`config.mk`:
```
export PLATFORM = sky130hd
export DESIGN_NAME = rpn_evaluator
export DESIGN_NICKNAME = d
export VERILOG_FILES = /design/src/rtl/rpn_evaluator.sv
export SDC_FILE = /design/constraint.sdc
export NUM_CORES = 1
export LEC_CHECK = 0
export CAP_MARGIN = 0
export CELL_PAD_IN_SITES_DETAIL_PLACEMENT = 2
export CELL_PAD_IN_SITES_GLOBAL_PLACEMENT = 2
export CORE_UTILIZATION = 44
export DETAILED_ROUTE_END_ITERATION = 10
export DONT_BUFFER_PORTS = 1
export PLACE_DENSITY_LB_ADDON = 0.3
export SLEW_MARGIN = 10
export SYNTH_ARGS = -nofsm -noshare
export SYNTH_HDL_FRONTEND = slang
export SYNTH_SLANG_ARGS = --single-unit
```
`constraint.sdc`:
```
create_clock -name clk -period 11.2 [get_ports clk]
set_input_delay 1.12 -clock clk [delete_from_list [all_inputs] [get_ports clk]]
set_output_delay 1.12 -clock clk [all_outputs]
set_load 0.1 [all_outputs]
```
`src/rtl/rpn_evaluator.sv`:
```
// rpn_evaluator: evaluates a postfix token queue on an operand stack with a multicycle signed divider
module rpn_evaluator #(
  parameter int WIDTH = 16,
  parameter int DEPTH = 8
) (
  input  logic             clk,
  input  logic             rst_n,
  input  logic             start,
  input  logic [3:0]       queue_token,
  output logic             rd_en,
  output logic             busy,
  output logic             done,
  output logic [WIDTH-1:0] result,
  output logic [2:0]       err_code
);
  localparam int AW = DEPTH > 1 ? $clog2(DEPTH) : 1;
  localparam int SW = $clog2(DEPTH + 1);
  localparam int CW = $clog2(WIDTH);
  typedef enum logic [2:0] {IDLE, FETCH, DECODE, DIVIDE, DIVWB} state_t;
  state_t state, state_n;
  logic [WIDTH-1:0] stack [DEPTH];
  logic [SW-1:0] sp;
  logic [3:0] tok;
  logic [4:0] tok_cnt;
  logic [AW-1:0] i1, i2, wa;
  logic [WIDTH-1:0] a, b, alu, q, dvd, dvs, rem, wd;
  logic [WIDTH:0] shl, diff;
  logic [CW-1:0] cnt;
  logic neg, fin, we;
  logic [2:0] err;
  assign rd_en = state == FETCH;
  assign busy = state != IDLE;
  assign i1 = AW'(sp - 1'b1);
  assign i2 = AW'(sp - 2'd2);
  assign a = stack[i2];
  assign b = stack[i1];
  assign alu = tok == 4'hA ? a + b : tok == 4'hB ? a - b : a * b;
  assign shl = {rem, dvd[WIDTH-1]};
  assign diff = shl - {1'b0, dvs};
  assign q = neg ? -dvd : dvd;
  assign we = (state == DECODE && err == 3'd0 && !fin && tok < 4'hD) || state == DIVWB;
  assign wa = tok < 4'hA ? AW'(sp) : i2;
  assign wd = state == DIVWB ? q : tok < 4'hA ? WIDTH'(tok) : alu;
  always_ff @(posedge clk) begin
    if (!rst_n) state <= IDLE;
    else state <= state_n;
  end
  always_comb begin
    state_n = state;
    err = 3'd0;
    fin = 1'b0;
    case (state)
      IDLE:   state_n = start ? FETCH : IDLE;
      FETCH:  state_n = DECODE;
      DECODE: begin
        if (tok != 4'hE && tok_cnt == 5'd16) err = 3'd4;
        else if (tok < 4'hA) err = sp == SW'(DEPTH) ? 3'd2 : 3'd0;
        else if (tok < 4'hE) err = sp < SW'(2) ? 3'd1 : (tok == 4'hD && b == '0) ? 3'd3 : 3'd0;
        else if (tok == 4'hE) begin
          fin = sp == SW'(1);
          err = fin ? 3'd0 : 3'd4;
        end
        else err = 3'd4;
        state_n = (err != 3'd0 || fin) ? IDLE : tok == 4'hD ? DIVIDE : FETCH;
      end
      DIVIDE: state_n = cnt == CW'(WIDTH - 1) ? DIVWB : DIVIDE;
      DIVWB:  state_n = FETCH;
      default: state_n = IDLE;
    endcase
  end
  always_ff @(posedge clk) begin
    if (!rst_n) begin
      sp <= '0;
      tok <= '0;
      tok_cnt <= '0;
      result <= '0;
      err_code <= '0;
      done <= 1'b0;
    end else begin
      done <= state == DECODE && (err != 3'd0 || fin);
      if (state == IDLE && start) begin
        sp <= '0;
        tok_cnt <= '0;
        result <= '0;
        err_code <= '0;
      end
      if (state == FETCH) begin
        tok <= queue_token;
        tok_cnt <= tok_cnt + 1'b1;
      end
      if (state == DECODE && err != 3'd0) begin
        err_code <= err;
        result <= '0;
      end
      if (fin) result <= stack[0];
      if (we) sp <= tok < 4'hA ? sp + 1'b1 : sp - 1'b1;
    end
  end
  // Divider operands are captured on every DECODE; only a D token goes on to use them.
  always_ff @(posedge clk) begin
    if (we) stack[wa] <= wd;
    if (state == DECODE) begin
      dvd <= a[WIDTH-1] ? -a : a;
      dvs <= b[WIDTH-1] ? -b : b;
      rem <= '0;
      neg <= a[WIDTH-1] ^ b[WIDTH-1];
      cnt <= '0;
    end
    if (state == DIVIDE) begin
      rem <= diff[WIDTH] ? shl[WIDTH-1:0] : diff[WIDTH-1:0];
      dvd <= {dvd[WIDTH-2:0], ~diff[WIDTH]};
      cnt <= cnt + 1'b1;
    end
  end
endmodule

```
Yosys cells after proc, flatten, opt, wreduce, memory -nomap -nowiden --
Memory sizes are Yosys's and may differ from the RTL's. Cells that the tools add are included.
Storage, ports and cells: flip-flop bits (word level) 89, memory bits (writable) 128, input bits 7, output and inout port bits 22, memories 1
Memories:
- stack | depth 8, bits a word 16, rd ports 3, clocked after Yosys merged registers in 0, wr ports 1, line 21 | logic [WIDTH-1:0] stack [DEPTH];
Operators by class: add/sub/neg operators 11, multipliers 1, magnitude comparators 4, equal/unequal tests 13, muxes and demuxes 48, bitwise operators 2, reductions and logical operators 23
Operator list (count):
- 16-bit two-way mux | 14
- 16-bit negation | 3
- 3-bit two-way mux | 11
- 4-bit equality test, second input constant | 6
- 4-bit two-way mux | 5
- 17-bit by 16-bit subtractor with 17-bit output | 1
- 16-bit adder | 1
- 16-bit zero test | 1
- 16-bit by 16-bit multiplier with 16-bit output | 1
- 16-bit subtractor | 1
- 15-bit two-way mux | 1
- 3-bit case mux with 5 select lines | 1
- 4-bit less-than comparator, second input constant | 3
- 3-bit nonzero test | 4
- 2-bit two-way mux | 5
- 5-bit two-way mux | 2
- 1-bit two-way mux | 9
- 4-bit by 1-bit adder with 4-bit output, second input constant | 2
- 1-bit logical AND | 8
- 2-bit nonzero test | 4
- 3-bit by 2-bit equality test with 1-bit output, second input constant | 2
- 3-bit zero test | 2
- 5-bit by 1-bit adder with 5-bit output, second input constant | 1
- 5-bit equality test, second input constant | 1
- 11 further kinds | 13

Longest topological paths before layout --
Gate-level depths: netlist of the first run. An unclocked memory read counts as a cell.
depth in word-level cells 18, depth in mapped cells 35

Worst setup path after synthesis of the first run --
Ideal clock, no wire load.
path kind register to register, start register sp[1], end memory stack[0][15], data pin, arrival 8187 ps, path slack 2732 ps, stages on the path, launching flop included 31, path buffers 7, cell sequence dfxtp_1 buf_2 buf_2 buf_2 buf_2 inv_1 ha_1 buf_6 buf_6 mux4_2 mux2i_1 clkbuf_1 inv_1 ha_1 fa_1 inv_1 fa_1 fa_1 fa_1 inv_1 fa_1 inv_1 fa_1 inv_1 ha_1 nand3_1 nand3_1 o41ai_1 xnor2_1 o221ai_1 o32ai_1
On the way: longest elaborated chain between the ends 7
RTL lines:
- start, declared | line 22 | logic [SW-1:0] sp;
- start signal, assigned | line 96 | if (we) sp <= tok < 4'hA ? sp + 1'b1 : sp - 1'b1;
- 4-bit by 1-bit subtractor with 4-bit output / 3-bit by 2-bit subtractor with 3-bit output (equally long branches)
- memory 8 x 16 bit *
- 16-bit by 16-bit multiplier with 16-bit output / 16-bit subtractor (equally long branches) | line 37 | assign alu = tok == 4'hA ? a + b : tok == 4'hB ? a - b : a * b;
- 16-bit two-way mux | line 37
- 16-bit two-way mux * | line 37
- 16-bit two-way mux * (2 in a row) | line 43 | assign wd = state == DIVWB ? q : tok < 4'hA ? WIDTH'(tok) : alu;
- named net wd[15] | line 26 | logic [WIDTH-1:0] a, b, alu, q, dvd, dvs, rem, wd;
- end, declared | line 21
The timed path passes the listed nets; every way through them passes the cells marked *.

Worst setup path in the final report of the first run --
start register sp[0], end memory stack[1][15], data pin
The elaborated chain is that of the path after synthesis.

==> results of run 1 <==
## power by group through the flow
stage | registers (W) | logic [W] | clock network [W]
after global placement | 0.000944 | 0.00353 | 0
final | 0.000930 | 0.00380 | 0.000883
after CTS | 0.000930 | 0.00383 | 0.000885
after global routing | 0.000932 | 0.00414 | 0.000913
after floorplan | 0.000933 | 0.00254 | 0
after detailed placement | 0.000947 | 0.00378 | 0
## cell families (layout without fill, tap and decap cells)
| kind of cell | count (synthesis) | count (layout) | synth area share (%) |
|---|---|---|---|
| DFF | 217 | 217 | 36.57 |
| adders and majority gates | 191 | 191 | 17.90 |
| xor gates and xnor gates | 106 | 106 | 5.515 |
| buffers and inverters | 254 | 272 | 6.265 |
| and+or+nand+nor | 463 | 463 | 12.42 |
| muxes | 112 | 112 | 12.17 |
| AOI/OAI and AO/OA | 245 | 245 | 9.164 |
## metal layers
metal / GRT usage, % / share of wire [%] / up-vias
li1: - / - / 5563
met1: 41.07 / 39 / 6927
met2: 56.46 / 49 / 610
met3: 5.207 / 6.8 / 165
met4: 16.05 / 5.0 / 2
met5: 0 / 0.072 / -
## area by class of cell
type	instances	area [µm²]	area share (%)
Inverter	192	720.7	3.940
Clock buffer	26	629.4	3.441
Clock inverter	20	227.7	1.245
Timing Repair Buffer	34	255.2	1.395
Sequential cell	217	6161	33.68
Multi-Input combinational cell	1117	9659	52.80
Tap cell	511	639.4	3.495
## synthesized netlist by cell type (all sizes together) (4+ instances only)
library cell  number  area share [%]
inv              189             4.2
or3               11            0.41
edfxtp           181              32
o22ai              8            0.30
nor3              37             1.1
nor2b             19            0.71
xor2              22             1.1
o21ai             62             1.8
nand3b             5            0.22
clkbuf            36            0.80
nor2             157             3.5
nand3             45             1.4
nand2            141             3.1
fa                83             9.9
a21oi             69             2.1
xnor2             84             4.4
o21a               4            0.18
a31oi             18            0.67
mux2i             40             3.1
o31ai             11            0.49
ha               108             8.0
mux4              64             8.6
o41ai              9            0.47
and3              10            0.37
a32oi              5            0.26
and2               9            0.33
nand2b            11            0.41
buf               26             1.2
a211oi             7            0.31
dfxtp             36             4.3
nor4               5            0.22
mux2               8            0.56
o21bai             6            0.27
o211ai             5            0.22
a21o              11            0.49
## sequential cells by signal, indices dropped and copies added (netlist names), 3 cells and up
name / count
err_code: 3
state: 3
cnt: 4
dvd: 16
result: 16
tok_cnt: 5
dvs: 16
tok: 4
rem: 16
sp: 4
stack: 128
## stage by stage
stage	total power (W)	setup WS (ps)	hold slack [ps]	instances	utilization (%)
2_1_floorplan	0.003468	2732	431.2	1588	-
3_3_place_gp	0.004479	1950	451.8	2071	46.28
3_5_place_dp	0.004725	1406	497.0	2071	46.28
4_1_cts	0.005646	1108	497.5	2117	48.56
5_1_grt	0.005983	666.8	522.4	2117	48.57
6_report	0.005613	1014	496.4	2117	48.57
## placed cells by master, fill, tap and decap left out, types with 18 or more instances in the layout
master     count
fa_1          83
nor2b_1       18
dfxtp_1       34
mux4_2        64
ha_1         107
nor3_1        36
inv_1        185
nor2_1       156
o21ai_0       58
xnor2_1       84
nand2_1      141
nand3_1       44
a31oi_1       18
xor2_1        21
clkbuf_16     25
mux2i_1       25
buf_4         34
a21oi_1       69
edfxtp_1     181
## path summary, 6_finish.rpt
path              start      endpoint  slack (ps)
min reg2reg  tok_cnt[4]    tok_cnt[4]         500
min          tok_cnt[4]    tok_cnt[4]         500
max reg2reg       sp[0]  stack[1][15]        1010
max               sp[0]  stack[1][15]        1010
==> reports/results.tsv, run 1 <==
metric	value	unit
coreArea	37670	µm²
finish.instance_area	18290	µm²
tightestPinTransition	1266	ps
ys_ff_latch	217	
grt_max_degree	44	
synth_cells	1588	
synth.distinct_cells	75	
cp-start-kind	flop	
crit_buf_inv	5	
fillers	3807	
port_buffers	0	
synth-warning-count	0	
grt_pass1_wl	94660	µm
chipHeight	197.6	µm
crit_arrival	10400	ps
fmax	98.17	MHz
ant_nets	0	
maxCapViolations	0	
hold_viol	0	
powerDensity	306.9	nW/µm²
cpPeakStageDelay	920	ps
drive_gt1_share	11.39	%
design.die.area	39050	µm²
die_x	197.6	µm
min_period	10190	ps
n_antenna_cell	0	
cts_tree	built	
hpwl	44890	µm
whs_path_depth	1	
first_iter_violations	1173	
final_max_slew_viol_count	0	
io_pins	29	
hold_path.class	flop to flop	
worstSetupEndpointType	flop	
path_clk_slew	60	ps
place_area	17430	µm²
slew_headroom	14.71	%
synth_edf_count	181	
rsz0062_at_grt	false	
ys.flop_type	edfxtp_1	
period_share	90.95	%
gp_congestion	0.9180	
cp_top_family	adder cells	
start_util	44.70	%
clk_latency	560	ps
ys_seq_area_share	36.57	%
grt_pass1_vias	14680	
cp_num_cells	26	
antenna_found_initial	1	
cts.sinks	217	
post_cts_resized	0	
seqPwrFrac	16.6	%
route.detailed.drc	0	
cpMaxStageDelayCell	ha_2	
clk_path_buf_depth	3	
drt-pass1-iter-count	5	
p_sw_share	49.38	%
worst_path_most_repeated_cell	xnor2_1	
num_rows	71	
syn_area	16830	µm²
status	complete, no violations	
cts_made_buffers	25	
cp_max_fo	43	
crit_type	flop to flop	
fin_tns_setup	0	ps
pwr-share-clk	15.7	%
power_frac_comb	67.7	%
ys_async_sr_fraction	0	%
setup_viol_count_final	0	
power_leakage	7.079	nW
peakVddDrop	0.6038	mV
r2r_cells	26	
drt_wl_total	63580	µm
cp_data_required_time	11410	ps
cts_hold_buf	0	
wire_per_inst	30.03	µm
postCtsSetupRepairBufs	0	
skew	24.10	ps
intPower	0.002842	W
grt_use_total	33.16	%
grt_overflow	0	
dr_total_vias	13270	
htreeDepth	1	
nNetsFinal	1785	
synth_nets	1786	
syn_to_final_growth	8.658	%
p_switching	0.002772	W
root_buffer	clkbuf_16	
postSynthAreaPerCell	10.60	µm²
vias_per_cell	6.267	
Note: power is estimated with default switching activity, not from simulation.
==> run 2: changes to the inputs <==
--- a/config.mk
+++ b/config.mk
@@ -8,7 +8,8 @@
 export CAP_MARGIN = 0
 export CELL_PAD_IN_SITES_DETAIL_PLACEMENT = 2
 export CELL_PAD_IN_SITES_GLOBAL_PLACEMENT = 2
-export CORE_UTILIZATION = 44
+export CORE_MARGIN = 2
+export CORE_UTILIZATION = 35
 export DETAILED_ROUTE_END_ITERATION = 10
 export DONT_BUFFER_PORTS = 1
 export PLACE_DENSITY_LB_ADDON = 0.3
==> reports/results.tsv, run 2 (synthesized netlist as in run 1, its figures left out) <==
metric	value	unit	change
start_util	35.33	%	was 44.70%
htreeDepth	1		unchanged
dr_total_vias	12470		was 13270
layout_common_cells	inv_1, edfxtp_1, nor2_1		unchanged
design.die.area	49870	µm²	was 39050 µm²
hold_viol	0		unchanged
pwr-share-clk	15.1	%	was 15.7%
cpPeakStageDelay	1020	ps	was 920 ps
chipHeight	223.3	µm	was 197.6 µm
period_share	88.69	%	was 90.95%
hold_path.class	flop to flop		unchanged
grt_max_degree	51		was 44
cp_max_fo	9		was 43
min_period	9933	ps	was 10190 ps
tightestPinTransition	1413	ps	was 1266 ps
skew	17.36	ps	was 24.10 ps
status	complete, no violations		unchanged
intPower	0.002835	W	was 0.002842 W
route.detailed.drc	0		unchanged
path_clk_slew	60	ps	about the same
cts.sinks	217		unchanged
hold_slack	499.0	ps	was 496.4 ps
seqPwrFrac	16.5	%	was 16.6%
maxCapViolations	0		unchanged
final_max_slew_viol_count	0		unchanged
postCtsSetupRepairBufs	0		unchanged
fillers	5044		was 3807
wire_per_inst	26.22	µm	was 30.03 µm
grt_use_total	23.58	%	was 33.16%
cp-start-kind	flop		unchanged
nNetsFinal	1787		was 1785
drt-pass1-iter-count	5		unchanged
cts_hold_buf	0		unchanged
cp_data_required_time	11400	ps	was 11410 ps
clk_path_buf_depth	3		unchanged
num_rows	80		was 71
drt_wl_total	58310	µm	was 63580 µm
io_pins	29		unchanged
worstSetupEndpointType	flop		unchanged
drive_gt1_share	11.57	%	was 11.39%
die_x	223.3	µm	was 197.6 µm
fin_tns_setup	0	ps	unchanged
path_cells	inv_1, ha_1, buf_4, mux2i_1, clkinv_1, ha_1, fa_1, inv_1, fa_1, fa_1, fa_1, inv_1, fa_1, inv_1, fa_1, inv_1, ha_1, nand3_1, nand3_1, o41ai_1, xnor2_1, o221ai_1, o32ai_1		
coreArea	47650	µm²	was 37670 µm²
cts_tree	built		unchanged
power.total	0.005614	W	was 0.005613 W
cp_top_family	adder cells		unchanged
layout.cells.most_common	inv_1		unchanged
fmax	100.7	MHz	was 98.17 MHz
root_buffer	clkbuf_16		unchanged
peakVddDrop	0.3553	mV	was 0.6038 mV
gp_congestion	0.8495		was 0.9180
post_cts_resized	0		unchanged
first_iter_violations	830		was 1173
p_switching	0.002779	W	was 0.002772 W
powerDensity	304.6	nW/µm²	was 306.9 nW/µm²
slew_headroom	4.807	%	was 14.71%
clk_latency	560	ps	about the same
power_leakage	7.051	nW	was 7.079 nW
crit_arrival	10130	ps	was 10400 ps
crit_type	flop to flop		unchanged
cpMaxStageDelayCell	mux2i_1		was ha_2
rsz0062_at_grt	false		unchanged
setup_viol_count_final	0		unchanged
vias_per_cell	5.605		was 6.267
grt_pass1_wl	87550	µm	was 94660 µm
hpwl	43200	µm	was 44890 µm
crit_buf_inv	7		was 5
power_frac_comb	68.4	%	was 67.7%
worst_path_most_repeated_cell	fa_1		was xnor2_1
grt_pass1_vias	13780		was 14680
port_buffers	0		unchanged
largest_register_ffs	128		unchanged
syn_to_final_growth	9.454	%	was 8.658%
grt_overflow	0		unchanged
ant_nets	0		unchanged
p_sw_share	49.50	%	was 49.38%
cts_made_buffers	25		unchanged
antenna_found_initial	2		was 1
top_register	stack		unchanged
[run 2: cell types whose count changed in the layout (fill, tap and decap cells not counted), sizes merged, moves of 2 or more]
cell | before | now
clkinv | 15 | 10
clkinvlp | 2 | 5
clkbuf | 26 | 28
buf | 34 | 36
[run 2: power groups by stage]
| stage | logic (W) | clock network [W] | registers (W) |
|---|---|---|---|
| 6_report | 0.00384 | 0.000848 | 0.000926 |
| 5_1_grt | 0.00421 | 0.000890 | 0.000928 |
| 4_1_cts | 0.00388 | 0.000865 | 0.000926 |
| 3_5_place_dp | 0.00385 | 0 | 0.000943 |
| 3_3_place_gp | 0.00371 | 0 | 0.000942 |
| 2_1_floorplan | 0.00254 | 0 | 0.000933 |
[run 2: metal layers]
metal  global-route usage, %  routed length (µm)
met5                       0                   0
met1                   30.44               24980
met4                   6.602                1790
met2                   41.17               28760
met3                   3.569                2783
[run 2: layout make-up]
| cell class | instances | area [µm²] | share of cell area [%] |
|---|---|---|---|
| well taps | 615 | 769.5 | 4.176 |
| repair buffers | 36 | 270.3 | 1.467 |
| multi-input cells | 1117 | 9668 | 52.47 |
| inverters | 192 | 720.7 | 3.911 |
| clock buffers | 28 | 636.9 | 3.456 |
| flip-flops and latches | 217 | 6161 | 33.44 |
| diodes | 1 | 2.502 | 0.01358 |
| clock inverters | 18 | 197.7 | 1.073 |
[run 2: path summary, 6_finish.rpt]
path                   to  slack [ps]  depth (start not counted)        from
min reg2reg    tok_cnt[4]         500                          1  tok_cnt[4]
max reg2reg  stack[6][15]        1270                         23       sp[2]
min            tok_cnt[4]         500                          1  tok_cnt[4]
max          stack[6][15]        1270                         23       sp[2]
[run 2: metrics by stage]
step	area (µm²)	worst slack, ps	util [%]	instances
final	18430	1267	38.67	2224
after CTS	18420	1515	38.67	2223
after global placement	17590	1864	36.92	2177
after floorplan	16830	2732	-	1588
after detailed placement	17590	1525	36.92	2177
after global routing	18420	873.2	38.67	2223
==> edit: new RTL, settings of run 2 <==
Register the input `queue_token` before use, with the module's reset. The logic sees it one clock later. The other inputs are not delayed to match.
--- a/src/rtl/rpn_evaluator.sv
+++ b/src/rtl/rpn_evaluator.sv
@@ -19,2 +19,13 @@
   typedef enum logic [2:0] {IDLE, FETCH, DECODE, DIVIDE, DIVWB} state_t;
+
+  logic [3:0] queue_token_q;
+
+  always_ff @(posedge clk) begin
+    if (!rst_n) begin
+      queue_token_q <= '0;
+    end else begin
+      queue_token_q <= queue_token;
+    end
+  end
+
   state_t state, state_n;
@@ -87,3 +98,3 @@
       if (state == FETCH) begin
-        tok <= queue_token;
+        tok <= queue_token_q;
         tok_cnt <= tok_cnt + 1'b1;
Formal check against the unedited RTL: not equivalent (Yosys sat finds a counterexample within 4 cycles, from zero or initial values and one cycle with rst_n low).
==> edit against run 2 <==
- combinational power shrank 37%
- total power down 25%
- hold slack worse by 55 ps
- cell area is 0.37% higher
- synthesized area hardly changed
- largest power group unchanged
- count of clock-buffer cells in the layout did not move
- worst setup slack improved by 790 ps
- sequential cell count up 4
- sequential share of layout area is 0.31 points higher
- wire length decreased by 2.1%
- largest cell class unchanged
- critical endpoint is now stack[0][15]$_DFFE_PP_
- first-iteration DRC count is 6.1% lower
- critical path depth grew 3
==> edit: results (changes against run 2) <==
stage,metric,value,unit,change
global_routing,grt_first_pass_wirelength,87300,microns,-0.28%
routing,route.met3.wl,2230,microns,-20%
cells_and_area,nonClkBufAreaFrac,1.70,%,+0.24 points
cells_and_area,layout-drive-gt1-share,12.5,%,+0.97 points
power,sequentialPower,0.000920,W,-0.6%
place,total_half_perimeter_wirelength_after_legalization_and_detailed_placement,42600,microns,-1.5%
routing,vias_per_std_cell,5.66,,+0.93%
global_routing,grt_pass1_vias,13900,,+0.86%
cells_and_area,fin_nets,1766,,-1.2%
outcome,run_status,completed,,
routing,wl,57100,microns,-2.1%
worst_setup_path,capturing_point_of_the_worst_reg2reg_path,stack[0][15]$_DFFE_PP_,,
power,worst_ir_drop_on_vdd,0.348,mV,-2.0%
yosys,synth_cell_type_count,83,,+11%
routing,detailed_routing_wirelength_on_met1,24600,microns,-1.5%
place,pre_cts_slack,2010,ps,+485 ps
cells_and_area,comb.multi_input.count,1089,,-2.5%
global_routing,antenna_found_initial,0,,-2
yosys,synth_mux_area_share,12.1,%,-0.050 points
worst_setup_path,timing.critical_path.slowest_cell_delay,800,ps,-220 ps
place,replace_congestion,0.891,,+4.8%
power,p_sw,0.00187,W,-33%
yosys,yosys.area_share.adder,17.9,%,about the same
cells_and_area,n_all_buffers,42,,+17%
timing,timing.max_slew.rel_slack,20.1,%,+15 points
cells_and_area,nFillCells,4939,,-2.1%
==> edit: how the worst min path moves through the flow <==
stage | from | cells after the start | end | slack (ps)
2_1_floorplan | queue_token_q[2]$_SDFF_PN0_ | 2 | tok[2]$_SDFFE_PN0P_ | 420
3_3_place_gp | queue_token_q[2]$_SDFF_PN0_ | 2 | tok[2]$_SDFFE_PN0P_ | 420
3_5_place_dp | queue_token_q[2]$_SDFF_PN0_ | 2 | tok[2]$_SDFFE_PN0P_ | 440
4_1_cts | queue_token_q[2]$_SDFF_PN0_ | 2 | tok[2]$_SDFFE_PN0P_ | 450
5_1_grt | queue_token_q[0]$_SDFF_PN0_ | 2 | tok[0]$_SDFFE_PN0P_ | 480
6_report | queue_token_q[2]$_SDFF_PN0_ | 2 | tok[2]$_SDFFE_PN0P_ | 440
==> edit: tightest hold or removal path: stages, from the launching register on <==
cell     delay [ps]
dfxtp_1         300
nand2_1          50
a21oi_1          50
